### src/rtl/fifo_write_arbiter_if.sv
// Write-port bundle between NUM_REQ requesters, the arbiter and the FIFO write side.
// master = arbiter view, slave = requesters/FIFO view.
interface fifo_write_arbiter_if #(
  parameter int NUM_REQ    = 4,
  parameter int DATA_WIDTH = 8
);
  localparam int OWNER_W = $clog2(NUM_REQ);

  logic [NUM_REQ-1:0]            req;
  logic [NUM_REQ*DATA_WIDTH-1:0] req_data;
  logic [NUM_REQ-1:0]            req_last;
  logic [NUM_REQ-1:0]            gnt;
  logic                          full;
  logic                          w_en;
  logic [DATA_WIDTH-1:0]         w_data;
  logic                          busy;
  logic [OWNER_W-1:0]            owner;

  modport master (
    input  req, req_data, req_last, full,
    output gnt, w_en, w_data, busy, owner
  );

  modport slave (
    output req, req_data, req_last, full,
    input  gnt, w_en, w_data, busy, owner
  );
endinterface

### src/rtl/fifo_write_arbiter.sv
// Round-robin burst arbiter sharing the FIFO write port among NUM_REQ requesters.
// One arbitration bubble per grant; a burst ends on last beat, MAX_BURST beats or req drop.
module fifo_write_arbiter #(
  parameter int NUM_REQ    = 4,
  parameter int DATA_WIDTH = 8,
  parameter int MAX_BURST  = 4
) (
  input  logic                 w_clk,
  input  logic                 w_rst,
  fifo_write_arbiter_if.master bus
);
  localparam int OWNER_W = $clog2(NUM_REQ);
  localparam int CNT_W   = $clog2(MAX_BURST) + 1;
  localparam logic [CNT_W-1:0]   LAST_CNT  = CNT_W'(MAX_BURST - 1);
  localparam logic [OWNER_W-1:0] RST_OWNER = OWNER_W'(NUM_REQ - 1);

  typedef enum logic {IDLE, BURST} state_t;

  state_t                state, state_nxt;
  logic [OWNER_W-1:0]    owner, owner_nxt;
  logic [CNT_W-1:0]      beat_cnt, beat_cnt_nxt;
  logic                  accept;
  logic [OWNER_W-1:0]    rr_pick;
  logic                  rr_found;
  logic [OWNER_W-1:0]    rr_idx;
  logic [DATA_WIDTH-1:0] sel_data;

  // Scan starts just after the previous owner, so it is lowest priority next time.
  always_comb begin
    rr_pick  = owner;
    rr_found = 1'b0;
    rr_idx   = '0;
    for (int i = 1; i <= NUM_REQ; i++) begin
      rr_idx = OWNER_W'((int'(owner) + i) % NUM_REQ);
      if (!rr_found && bus.req[rr_idx]) begin
        rr_pick  = rr_idx;
        rr_found = 1'b1;
      end
    end
  end

  always_comb begin
    sel_data = '0;
    for (int i = 0; i < NUM_REQ; i++) begin
      if (owner == OWNER_W'(i)) sel_data = bus.req_data[i*DATA_WIDTH +: DATA_WIDTH];
    end
  end

  always_comb begin
    state_nxt    = state;
    owner_nxt    = owner;
    beat_cnt_nxt = beat_cnt;
    accept       = 1'b0;
    case (state)
      IDLE: begin
        if (rr_found) begin
          owner_nxt    = rr_pick;
          beat_cnt_nxt = '0;
          state_nxt    = BURST;
        end
      end
      BURST: begin
        // full freezes the burst entirely, including a pending last beat.
        if (!bus.full) begin
          if (!bus.req[owner]) begin
            state_nxt = IDLE;
          end else begin
            accept       = 1'b1;
            beat_cnt_nxt = beat_cnt + 1'b1;
            if (bus.req_last[owner] || beat_cnt == LAST_CNT) state_nxt = IDLE;
          end
        end
      end
      default: state_nxt = IDLE;
    endcase
    if (w_rst) accept = 1'b0;
  end

  always_ff @(posedge w_clk) begin
    if (w_rst) begin
      state    <= IDLE;
      owner    <= RST_OWNER;
      beat_cnt <= '0;
    end else begin
      state    <= state_nxt;
      owner    <= owner_nxt;
      beat_cnt <= beat_cnt_nxt;
    end
  end

  assign bus.w_en   = accept;
  assign bus.gnt    = accept ? (NUM_REQ'(1) << owner) : '0;
  assign bus.w_data = accept ? sel_data : '0;
  assign bus.busy   = (state == BURST) && !w_rst;
  assign bus.owner  = owner;
endmodule

### src/flat_wrapper.sv
// flat-port wrapper written by rule: the top's interface ports become plain ports
module fifo_write_arbiter_flat 
#(
  parameter int NUM_REQ    = 4,
  parameter int DATA_WIDTH = 8,
  parameter int MAX_BURST  = 4
)
  (w_clk, w_rst, bus_req, bus_req_data, bus_req_last, bus_full, bus_gnt, bus_w_en, bus_w_data, bus_busy, bus_owner);
  fifo_write_arbiter_if #(.NUM_REQ(NUM_REQ), .DATA_WIDTH(DATA_WIDTH)) bus_i ();
  input  logic w_clk;
  input  logic w_rst;
  input wire logic [$bits(bus_i.req)-1:0] bus_req;
  input wire logic [$bits(bus_i.req_data)-1:0] bus_req_data;
  input wire logic [$bits(bus_i.req_last)-1:0] bus_req_last;
  input wire logic [$bits(bus_i.full)-1:0] bus_full;
  output wire logic [$bits(bus_i.gnt)-1:0] bus_gnt;
  output wire logic [$bits(bus_i.w_en)-1:0] bus_w_en;
  output wire logic [$bits(bus_i.w_data)-1:0] bus_w_data;
  output wire logic [$bits(bus_i.busy)-1:0] bus_busy;
  output wire logic [$bits(bus_i.owner)-1:0] bus_owner;
  assign bus_i.req = bus_req;
  assign bus_i.req_data = bus_req_data;
  assign bus_i.req_last = bus_req_last;
  assign bus_i.full = bus_full;
  assign bus_gnt = bus_i.gnt;
  assign bus_w_en = bus_i.w_en;
  assign bus_w_data = bus_i.w_data;
  assign bus_busy = bus_i.busy;
  assign bus_owner = bus_i.owner;
  fifo_write_arbiter #(.NUM_REQ(NUM_REQ), .DATA_WIDTH(DATA_WIDTH), .MAX_BURST(MAX_BURST)) u_core (.w_clk(w_clk), .w_rst(w_rst), .bus(bus_i));
endmodule
### config.mk
export PLATFORM = sky130hd
export DESIGN_NAME = fifo_write_arbiter_flat
export DESIGN_NICKNAME = d
export VERILOG_FILES = /design/src/rtl/fifo_write_arbiter_if.sv /design/src/rtl/fifo_write_arbiter.sv /design/src/flat_wrapper.sv
export SDC_FILE = /design/constraint.sdc
export NUM_CORES = 1
export LEC_CHECK = 0
export ABC_AREA = 1
export CELL_PAD_IN_SITES_DETAIL_PLACEMENT = 1
export CELL_PAD_IN_SITES_GLOBAL_PLACEMENT = 2
export CORE_ASPECT_RATIO = 1.2
export CORE_MARGIN = 2
export CORE_UTILIZATION = 16
export DETAILED_ROUTE_END_ITERATION = 6
export PLACE_DENSITY_LB_ADDON = 0.1
export SYNTH_ARGS = -nofsm -noshare
export SYNTH_HDL_FRONTEND = slang
export SYNTH_SLANG_ARGS = --single-unit
### constraint.sdc
create_clock -name w_clk -period 1.7 [get_ports w_clk]
set_input_delay 0.255 -clock w_clk [delete_from_list [all_inputs] [get_ports w_clk]]
set_output_delay 0.255 -clock w_clk [all_outputs]
set_load 0.05 [all_outputs]
==> impl_metrics.ini, run 1 <==
[synthesis]
yosys_warnings = 0
syn_nets = 202
syn_inst = 153
synth_area_leader_cell = nand2_1
synth.area.top_cells = nand2_1 14%, dfxtp_1 12%, nor2_4 8.1%
synth_xor_area_frac = 0
synth_top_area_frac = 0.142
synth_fa_ha_area_frac = 0.0767
yosys.area_share.simple = 0.487
synth_cell_type_count = 25
ys_seq_area_frac = 0.123
syn_area_um2 = 978
synth_top_family_by_area = simple AND/OR/NAND/NOR gates
synth_compound_area_frac = 0.207
ys_ff_latch = 6
avgSynthCellArea_um2 = 6.40
synthMuxAreaShare = 0

[finish]
nets = 284
antennaDiodeCount = 0
multi_input_area_um2 = 862
syn2layout_area_growth_pct = 119
num-fill-cells = 744
seq_area_um2 = 128
drive_gt1_frac = 0.368

[pwr]
powerDensity_nw_per_um2 = 1340
leakagePower_uw = 0.000869
irDropWorstVdd_mv = 0.544
p_total_uw = 2870

[route]
vias_per_cell = 4.28
wl_per_cell_um = 13.6
ant_nets = 0
drt-initial-drc-count = 40
firstDrtPassIters = 4
wirelength_mm = 4.29
vias = 1354
drc = 0

[worst_setup_path]
crit_path_end_kind = output port
cp_max_fo = 7
critPathKind = flop to output port
rr_endpoint = u_core.state$_SDFF_PP0_
rr_worst_depth = 10
critPathLaunchType = flop
cp.required_ps = 1440
r2r-start = u_core.bus.owner[0]$_SDFFE_PP1P_
rrSetupSlack_ps = 170
cp.arrival_ps = 1730

[floorplan]
die-area_um2 = 6760
rows = 31
dieWidth_um = 75.4
start_util = 0.164
io_pins = 59
core_area_um2 = 5970
dieHeight_um = 89.7

[clocking]
clk_pin_slew_worst_paths_ps = 40
numCtsBuffers = 3
clock-root-buffer = clkbuf_8
cts_hold_buffers = 0
cts_max_level = 1
clk_latency_ps = 240
cts_tree = done
clockBufferDepth = 2
cts.sinks = 6

[sta]
hold_viol_final = 0
tightest_slew_ps = 290
fin_crit_sh = 1.17
setup_ws_ps = -288
min_period_ps = 1990
relSlewSlack = 0.806
slew_viol_final = 0
fmax_mhz = 503
setup_violations = 13
rsz0062_at_grt = yes
finClkSkew_ps = 5.32
holdWs_ps = 512

[min_path]
hold_end = u_core.beat_cnt[0]$_SDFFE_PP0P_
hold_depth = 2
min_from = u_core.beat_cnt[0]$_SDFFE_PP0P_
hp-class = flop to flop

[placed_design]
place_ws_ps = -285
hpwl_mm = 3.56
io_buffers = 58
gp_congestion = 0.821

[job]
drv_cap = 0

[global_route]
antenna_found_initial = 0
grt_pass1_wl_mm = 6.53
grt_max_degree = 16
grt_pass1_vias = 1440
grt.overflow.total = 0
grtUsageTotal = 0.129

[outcome]
violations = setup timing
status = complete, but fails checks
[power breakdown]
part | internal [uW] | total, uW | leakage [uW] | switching (uW)
clock | 163 | 240 | 0.0000228 | 77.3
sequential | 209 | 267 | 0.0000499 | 58.2
combinational | 1010 | 2370 | 0.000796 | 1350
total | 1380 | 2870 | 0.000869 | 1490
[synthesized netlist by cell type]
master,number
nand2_1,37
a21oi_1,14
inv_1,14
o21ai_0,13
nand3_1,12
nor2_4,7
a22oi_1,6
dfxtp_1,6
ha_1,6
nor2_1,5
nor2_2,5
nand2_2,4
nand3_2,4
nand4_1,4
buf_6,2
clkbuf_1,2
inv_2,2
nand2_4,2
o211ai_1,2
and2_4,1
buf_2,1
inv_6,1
nand4_4,1
o21bai_1,1
or2_2,1
[logic make-up (layout without fill, tap and decap cells)]
family | count (synthesis) | after routing
flops | 6 | 6
buf+inv | 22 | 103
fa+ha+maj | 6 | 6
compound gates | 36 | 36
simple gates | 83 | 83
[per-stage QoR]
| step | cell area (um^2) | instances | util | setup TNS [ps] |
|---|---|---|---|---|
| finish | 2140 | 316 | 0.358 | -2920 |
| global route | 2140 | 316 | 0.358 | -4290 |
| CTS | 2130 | 315 | 0.357 | -3050 |
| detailed placement | 1990 | 307 | 0.333 | -3040 |
| global placement | 1990 | 307 | 0.333 | -2670 |
| floorplan | 1060 | 153 | - | -3970 |
[layout make-up]
cell class | instances | share of cell area
Timing Repair Buffer | 82 | 0.430
Multi-Input combinational cell | 125 | 0.403
Sequential cell | 6 | 0.0596
Tap cell | 82 | 0.0479
Inverter | 17 | 0.0392
Clock buffer | 4 | 0.0210
[metal layers]
metal,vias to the layer above,track usage,part of all wire
li1,674,-,-
met2,29,0.247,0.56
met4,0,0.0590,0.020
met1,644,0.138,0.38
met3,7,0.0145,0.034
met5,-,0,0
[worst max-delay path by stage]
stage                                                 from            end  slack (ps)  depth (start not counted)
final                     u_core.bus.owner[0]$_SDFFE_PP1P_  bus_w_data[0]        -290                         10
after floorplan           u_core.bus.owner[0]$_SDFFE_PP1P_     bus_gnt[0]        -370                          9
after detailed placement                        bus_req[0]  bus_w_data[0]        -290                          8
after global placement                          bus_req[0]  bus_w_data[5]        -240                          8
after global routing      u_core.bus.owner[1]$_SDFFE_PP1P_  bus_w_data[0]        -380                         10
after CTS                 u_core.bus.owner[1]$_SDFFE_PP1P_  bus_w_data[0]        -310                         10
[worst max-delay path, stage by stage (launching register included)]
cell and delay [ps]:
dfxtp_4 370, inv_8 60, ha_4 130, inv_4 30
nor2_4 200, buf_6 140, nand2_2 30, nand2_1 50
o211ai_1 130, a21oi_4 180, buf_12 150
[flip-flops by register name (all words and copies together) (netlist names)]
signal and count:
u_core.beat_cnt 3, u_core.bus.owner 2, u_core.state 1
[layout by cell type (no fill, tap or decap), types with 2 or more instances in the layout]
master,instances
o21ai_1,9
dfxtp_1,4
nand2_2,6
nand3_2,4
o21ai_0,2
nand2_4,3
clkbuf_8,3
a21oi_4,2
o21ai_2,2
nor2_1,5
ha_1,2
dfxtp_4,2
buf_4,22
buf_12,15
inv_8,2
nand3_1,12
ha_4,3
clkdlybuf4s50_1,42
nand2_1,34
a22oi_1,6
a21oi_1,12
inv_1,12
o211ai_1,2
nor2_4,12
buf_6,3
nand4_1,4
inv_4,2
[repair_timing]
action	in CTS	in global routing
endpoints found under the setup margin	13	14
buffers inserted	4	1
resized for setup	25	5
pin swaps	5	2
Note: power is estimated with default switching activity, not from simulation.
==> run 2, diff against run 1 <==
--- a/config.mk
+++ b/config.mk
@@ -10,8 +10,10 @@
 export CELL_PAD_IN_SITES_GLOBAL_PLACEMENT = 2
 export CORE_ASPECT_RATIO = 1.2
 export CORE_MARGIN = 2
-export CORE_UTILIZATION = 16
+export CORE_UTILIZATION = 27
 export DETAILED_ROUTE_END_ITERATION = 6
+export DONT_BUFFER_PORTS = 1
+export GPL_TIMING_DRIVEN = 0
 export PLACE_DENSITY_LB_ADDON = 0.1
 export SYNTH_ARGS = -nofsm -noshare
 export SYNTH_HDL_FRONTEND = slang
==> run 2 against run 1 <==
Largest cell class is now multi-input combinational cells. Non-clock buffer count decreased by 64. Sequential share of layout area increased by 3.5 points. First-iteration DRC count decreased by 20%. Worst setup slack got worse by 330 ps. Final cell count decreased by 34%. Critical path depth decreased by 2. Combinational power decreased by 23%. Sequential power increased by 34%. Critical endpoint unchanged. The flow finishes with violations (DRC, setup timing). Largest power group unchanged. Total power decreased by 16%. Highest routed layer unchanged. Final area decreased by 37%. Count of clock-buffer cells in the layout unchanged.
==> impl_metrics.ini, run 2 (synthesized netlist as in run 1, its figures left out) <==
[placed_design]
io_buffers = 0
hpwl_mm = 2.44
gp_congestion = 0.785
place_ws_ps = -535
place_area_um2 = 1100

[min_path]
hp-class = input port to flop
hold_depth = 1

[pwr]
leakagePower_uw = 0.000565
irDropWorstVdd_mv = 0.826
powerDensity_nw_per_um2 = 1810

[global_route]
grt_pass1_wl_mm = 5.10
grtUsageTotal = 0.155
grt.overflow.total = 0
grt_pass1_vias = 1080
antenna_found_initial = 0
grt_max_degree = 11

[finish]
multi_input_area_um2 = 862
drive_gt1_frac = 0.371
top_register = u_core.beat_cnt
top_regs = u_core.beat_cnt: 3 flops, u_core.bus.owner: 2 flops, u_core.state: 1 flops
layout_common_cells = 35 x nand2_1, 12 x nor2_4, 12 x a21oi_1, 12 x nand3_1, 11 x inv_1
largest_register_ffs = 3
antennaDiodeCount = 0
layout_commonest_cell = nand2_1
seq_area_um2 = 128
num-fill-cells = 415
stdcell_area_um2 = 1340
syn2layout_area_growth_pct = 37.3
nets = 220

[floorplan]
core_area_um2 = 3400
rows = 23
dieHeight_um = 69.9
die-area_um2 = 4120
dieWidth_um = 59.0
start_util = 0.288
io_pins = 59

[clocking]
cts_tree = done
cts_max_level = 1
clk_latency_ps = 230
clock-root-buffer = clkbuf_8
cts.sinks = 6
clk_pin_slew_worst_paths_ps = 40
clockBufferDepth = 2
numCtsBuffers = 3

[sta]
tightest_slew_ps = 551
hold_viol_final = 0
relSlewSlack = 0.632
slew_viol_final = 0
finClkSkew_ps = 8.28
holdWs_ps = 94.8
setup_ws_ps = -618
rsz0062_at_grt = yes
min_period_ps = 2320
setup_violations = 19
fmax_mhz = 431
fin_crit_sh = 1.36

[worst_setup_path]
cp_max_fo = 5
rr_worst_depth = 12
critPathLaunchType = flop
crit_path_end_kind = output port
cp.arrival_ps = 2060
cp.required_ps = 1440
critPathKind = flop to output port

[outcome]
violations = DRC, setup timing
status = complete, but fails checks

[route]
wl_per_cell_um = 15.3
drc = 7
drt-initial-drc-count = 32
ant_nets = 0
vias = 1080
firstDrtPassIters = 6
vias_per_cell = 5.22
wirelength_mm = 3.17

[job]
drv_cap = 0
[run 2: cell types whose count changed in the layout (fill, tap and decap cells not counted), sizes merged]
cell,delta
buf,-24
clkbuf,+2
clkdlybuf4s50,-42
[run 2: path summary, 6_finish.rpt]
kind	to	slack [ps]	startpoint
max	bus_w_data[0]	-620	u_core.bus.owner[0]$_SDFFE_PP1P_
min	u_core.beat_cnt[0]$_SDFFE_PP0P_	90	w_rst
max reg2reg	u_core.beat_cnt[2]$_SDFFE_PP0P_	-170	u_core.bus.owner[0]$_SDFFE_PP1P_
min reg2reg	u_core.beat_cnt[0]$_SDFFE_PP0P_	500	u_core.beat_cnt[0]$_SDFFE_PP0P_
[run 2: worst max-delay path, stage by stage, from the launching register on]
cell and delay (ps):
dfxtp_4 460, buf_8 170, nand2_4 60, nand3_4 100, nand4_4 110, nor2_4 330, inv_4 120, buf_12 150
a21oi_4 320
[run 2: per-stage QoR]
stage | total power (uW) | TNS (ps) | std cells | util
floorplan | 1630 | -3970 | 153 | -
global placement | 1860 | -6560 | 190 | 0.325
detailed placement | 1900 | -7080 | 190 | 0.325
CTS | 2350 | -8620 | 204 | 0.378
global route | 2670 | -10030 | 207 | 0.396
finish | 2430 | -8030 | 207 | 0.396
[run 2: where the power goes]
part | total (uW) | internal (uW) | leakage (uW) | switching, uW
clock network | 235 | 162 | 0.0000228 | 73.1
registers | 357 | 210 | 0.0000499 | 147
logic | 1830 | 692 | 0.000492 | 1140
[run 2: final cells by class]
cell class	instances	share of cell area
Multi-Input combinational cell	125	0.642
Sequential cell	6	0.0950
Timing Repair Buffer	13	0.0940
Inverter	17	0.0587
Buffer	5	0.0428
Tap cell	37	0.0345
Clock buffer	4	0.0335
[run 2: repair_timing]
item / in CTS / in global routing
gates resized for setup: 18 / 16
endpoints found under the setup margin: 20 / 19
hold buffers: 0 / 0
gates cloned: 1 / 0
buffers inserted: 9 / 3
pin swaps: 12 / 12
[run 2: layer usage]
layer | wire [um] | vias to the layer above | GRT usage
li1 | - | 548 | -
met1 | 1210 | 493 | 0.174
met2 | 1720 | 35 | 0.294
met3 | 212 | 4 | 0.0259
met4 | 23 | 0 | 0.0303
met5 | 0 | - | 0
